### src/rtl/dot_accum.sv
// rtl/dot_accum.sv - streaming signed dot-product accumulator with a 2-entry result queue
module dot_accum #(
    parameter int DATA_W = 8,
    parameter int ACC_W  = 24,
    parameter int LEN_W  = 8
) (
    input  logic                clk,
    input  logic                rst_n,
    input  logic                in_valid,
    output logic                in_ready,
    input  logic [2*DATA_W-1:0] in_prod,
    input  logic                in_last,
    output logic                out_valid,
    input  logic                out_ready,
    output logic [ACC_W-1:0]    out_sum,
    output logic [LEN_W-1:0]    out_count,
    output logic                out_ovf
);
    localparam int PW = 2 * DATA_W;

    logic [ACC_W-1:0] acc_q, acc_d;
    logic [LEN_W-1:0] cnt_q, cnt_d;
    logic             ovf_q, ovf_d;
    logic             first_q, first_d;

    logic [ACC_W-1:0] h_sum_q, h_sum_d, t_sum_q, t_sum_d;
    logic [LEN_W-1:0] h_cnt_q, h_cnt_d, t_cnt_q, t_cnt_d;
    logic             h_ovf_q, h_ovf_d, t_ovf_q, t_ovf_d;
    logic [1:0]       occ_q, occ_d;

    logic [ACC_W-1:0] p, base, nsum;
    logic [LEN_W-1:0] cnt_new;
    logic             ovf_new, beat_ovf, accept, push, pop;

    assign in_ready  = (occ_q != 2'd2);
    assign out_valid = (occ_q != 2'd0);
    assign out_sum   = h_sum_q;
    assign out_count = h_cnt_q;
    assign out_ovf   = h_ovf_q;

    assign accept = in_valid && in_ready;
    assign push   = accept && in_last;
    assign pop    = out_valid && out_ready;

    assign p        = {{(ACC_W-PW){in_prod[PW-1]}}, in_prod};
    assign base     = first_q ? '0 : acc_q;
    assign nsum     = base + p;
    assign beat_ovf = (base[ACC_W-1] == p[ACC_W-1]) && (nsum[ACC_W-1] != p[ACC_W-1]);
    assign ovf_new  = (first_q ? 1'b0 : ovf_q) | beat_ovf;
    assign cnt_new  = first_q ? LEN_W'(1) : ((cnt_q == '1) ? cnt_q : cnt_q + LEN_W'(1));

    always_comb begin
        acc_d   = acc_q;
        cnt_d   = cnt_q;
        ovf_d   = ovf_q;
        first_d = first_q;
        h_sum_d = h_sum_q;
        h_cnt_d = h_cnt_q;
        h_ovf_d = h_ovf_q;
        t_sum_d = t_sum_q;
        t_cnt_d = t_cnt_q;
        t_ovf_d = t_ovf_q;
        occ_d   = occ_q + {1'b0, push} - {1'b0, pop};

        if (accept) begin
            if (in_last) begin
                acc_d   = '0;
                cnt_d   = '0;
                ovf_d   = 1'b0;
                first_d = 1'b1;
            end else begin
                acc_d   = nsum;
                cnt_d   = cnt_new;
                ovf_d   = ovf_new;
                first_d = 1'b0;
            end
        end

        if (pop && occ_q == 2'd2) begin
            h_sum_d = t_sum_q;
            h_cnt_d = t_cnt_q;
            h_ovf_d = t_ovf_q;
        end

        // A push lands in the head slot whenever the head is empty or being vacated this cycle.
        if (push) begin
            if (occ_q == 2'd0 || pop) begin
                h_sum_d = nsum;
                h_cnt_d = cnt_new;
                h_ovf_d = ovf_new;
            end else begin
                t_sum_d = nsum;
                t_cnt_d = cnt_new;
                t_ovf_d = ovf_new;
            end
        end
    end

    always_ff @(posedge clk or negedge rst_n) begin
        if (!rst_n) begin
            acc_q   <= '0;
            cnt_q   <= '0;
            ovf_q   <= 1'b0;
            first_q <= 1'b1;
            h_sum_q <= '0;
            h_cnt_q <= '0;
            h_ovf_q <= 1'b0;
            t_sum_q <= '0;
            t_cnt_q <= '0;
            t_ovf_q <= 1'b0;
            occ_q   <= 2'd0;
        end else begin
            acc_q   <= acc_d;
            cnt_q   <= cnt_d;
            ovf_q   <= ovf_d;
            first_q <= first_d;
            h_sum_q <= h_sum_d;
            h_cnt_q <= h_cnt_d;
            h_ovf_q <= h_ovf_d;
            t_sum_q <= t_sum_d;
            t_cnt_q <= t_cnt_d;
            t_ovf_q <= t_ovf_d;
            occ_q   <= occ_d;
        end
    end
endmodule

### config.mk
export PLATFORM = sky130hd
export DESIGN_NAME = dot_accum
export DESIGN_NICKNAME = d
export VERILOG_FILES = /design/src/rtl/dot_accum.sv
export SDC_FILE = /design/constraint.sdc
export NUM_CORES = 1
export LEC_CHECK = 0
export ABC_AREA = 1
export BUFFER_PORTS_ARGS = -buffer_cell sky130_fd_sc_hd__buf_2
export CORE_MARGIN = 3
export CORE_UTILIZATION = 60
export CTS_CLUSTER_DIAMETER = 100
export DETAILED_ROUTE_END_ITERATION = 10
export GPL_TIMING_DRIVEN = 1
export HOLD_SLACK_MARGIN = 0.05
export PLACE_DENSITY = 0.84
export SETUP_SLACK_MARGIN = 0.15
export SLEW_MARGIN = 0
export SYNTH_ARGS = -nofsm -noshare
export SYNTH_HDL_FRONTEND = slang
export SYNTH_SLANG_ARGS = --single-unit
### constraint.sdc
create_clock -name clk -period 2.8 [get_ports clk]
set_input_delay 0.28 -clock clk [delete_from_list [all_inputs] [get_ports clk]]
set_output_delay 0.28 -clock clk [all_outputs]
set_load 0.03 [all_outputs]
==> metrics.md <==
| Metric | Value |
|---|---|
| Min cycle time layout | 2.49 ns |
| Most frequent cell after synthesis | nand2_1 |
| IO Pins | 56 |
| Global route total overflow | 0 |
| PnR Total Power | 7.24 mW |
| PortBufs | 55 |
| Top cells by area, synth | dfrtp_1, nand2_1, inv_1, ha_1, nand3_1 |
| Die Span Y | 107 µm |
| Layout cells sized above 1 | 17.1% |
| Asr flop ratio synth | 100% |
| CTS tree | built |
| Peak VDD IR | 557 µV |
| Max-slew headroom | 56.9% |
| Post-Route Skew | 0.0118 ns |
| Post-synth EDFFs | 0 |
| CTS Buf Count | 9 |
| Syn_area_per_cell | 7.51 µm² |
| Critical Path End Type | register |
| Area leader, netlist | dfrtp_1 |
| Synthesis-stage register bit count | 102 |
| Post-route cell area | 6890 µm² |
| Vias in the first global route | 5665 |
| Setup TNS Final | 0 ns |
| Starting density of the core | 62.3% |
| CP Max Fanout | 24 |
| Placed instance area | 6630 µm² |
| Initial antenna violation count | 0 |
| Period utilisation layout | 88.9% |
| Num rows | 36 |
| Layout overhead on the synthesized area | 12.2% |
| Avg WL per Cell | 16.7 µm |
| Commonest cells in the netlist | nand2_1, inv_1, dfrtp_1 |
| Synth Flop Type | dfrtp_1 |
| Pin count of the biggest net entering global routing | 61 |
| Routability congestion estimate | 0.957 |
| Worst EP arrival | 2.74 ns |
| Wirelength, routed | 17000 µm |
| Routed Antenna Nets | 0 |
| Drt first pass iters | 8 |
| Yosys cell types | 42 |
| Measured slew at the worst slew-check pin | 0.645 ns |
| Hold Vio Cnt, Final | 0 |
| Top-area cell type share of the netlist area | 41.2% |
| Setup violators final | 0 |
| Nature of the critical path startpoint | register |
| Max frequency | 0.402 GHz |
| Clock-pin slew on the worst setup and hold paths | 0.11 ns |
| Ant diodes | 0 |
| Setup slack after layout | 0.310 ns |
| Final slew viol count | 0 |
| Sequential fraction of the synthesis area | 41.6% |
| Die area | 11500 µm² |
| Run status | completed |
| Post-detail-place hpwl | 12400 µm |
| Net Count, Synth | 866 |
| Max cap viols | 0 |
| Mapped Cells | 818 |
| Die extent in x | 107 µm |
| Hold Crit Class | in -> reg |
| H-Tree Depth | 3 |
| Place WS | 0.165 ns |
| Crit path required time | 3.05 ns |
| CTS max path bufs | 2 |
| Drt drc | 0 |
| Root Driver | clkbuf_8 |
| RSZ-0062 raised after global routing | no |
| Clock sink count | 102 |
| Overall fraction of global-route tracks in use | 31.2% |
| Leak | 3.58 nW |
| Pwr per Cell Area | 1050 nW/µm² |
| Hold_ws | 0.260 ns |
| Clk_lat worst skew | 0.37 ns |
| Core Region | 9860 µm² |
| Final non-filler cell total | 1018 |
| Post-Synthesis Cell Area | 6140 µm² |
| Nets | 928 |
| Post-Place Cells | 999 |
| Global-route wire length before repair | 28100 µm |
| Finished Core Util | 69.9% |
| Setup Crit Path Kind | reg -> reg |
| Vias | 5791 |
| Via-per-instance ratio | 5.69 |
| Fillers | 799 |
| DR iter-0 viols | 499 |
| Ys Warns | 0 |
## routing by layer
metal	track usage, %	share of wire [%]
met1	44.5	44
met2	49.6	47
met5	0	0
met4	9.68	1.7
met3	4.52	7.5
## cells by family (layout without fill, tap and decap cells)
logic type,after synthesis,in the layout,synth area share (%)
buffers and inverters,138,205,8.84
xor gates and xnor gates,14,14,2.12
and+or+nand+nor,390,390,28.3
DFF,102,102,41.6
adders and majority gates,27,27,5.62
AOI/OAI and AO/OA,147,147,13.5
## path summary, 6_finish.rpt
kind                              from      endpoint  slack (ns)  cells after the start
min in group asynchronous        rst_n  out_count[1]        0.43                      2
hold / removal                in_valid       first_q        0.26                      3
max in group asynchronous        rst_n       first_q        1.63                      3
setup reg to reg               first_q     acc_q[15]        0.31                     11
setup / recovery               first_q     acc_q[15]        0.31                     11
hold reg to reg            t_sum_q[19]   t_sum_q[19]        0.49                      2
## layout make-up
cell class                 count  area, µm²  area share (%)
tap                          133        166            2.41
sequential                   102       2550            37.0
clock inverter                 7        103            1.49
clock buffer                   9        124            1.80
inverter                     112        420            6.10
multi-input combinational    578       3060            44.3
timing repair buffer          77        470            6.83
## critical path, stage by stage (launching register included)
cell and delay, ns:
dfstp_2 0.59, buf_12 0.18, nor2_1 0.07, ha_1 0.35
a21oi_1 0.19, nand2_1 0.13, nand2_1 0.10, nand2_2 0.13
nand2_1 0.11, nand2_2 0.08, xnor2_1 0.31, o22ai_1 0.12
## placed cells by master, fill, tap and decap left out, types with 9 or more instances in the layout
cell type,count
o211ai_1,17
ha_1,25
buf_4,20
o22ai_1,15
a21oi_1,30
dfrtp_1,101
nand4_1,13
inv_1,103
buf_2,54
nand2_1,220
nand2_2,14
nor2_1,55
o21ai_1,28
clkbuf_8,9
nand3_1,49
o21ai_0,44
## where the power goes
group	internal, mW	switching (mW)
registers	2.10	0.306
clock network	0.517	0.557
logic	1.23	2.53
## what timing repair did
action                                  in CTS  in global routing
buffers inserted                             0                  2
hold buffers                                 1                  0
endpoints found under the setup margin       1                 21
hold endpoints to repair                    42                  0
pin swaps                                    0                  0
gates resized for setup                      1                  4
## flip-flops by register name, indices dropped and copies added, names as in the netlist
signal	count
acc_q	24
out_sum	24
t_sum_q	24
cnt_q	8
out_count	8
t_cnt_q	8
occ_q	2
first_q	1
out_ovf	1
ovf_q	1
t_ovf_q	1
(Power assumes the default switching activity.)
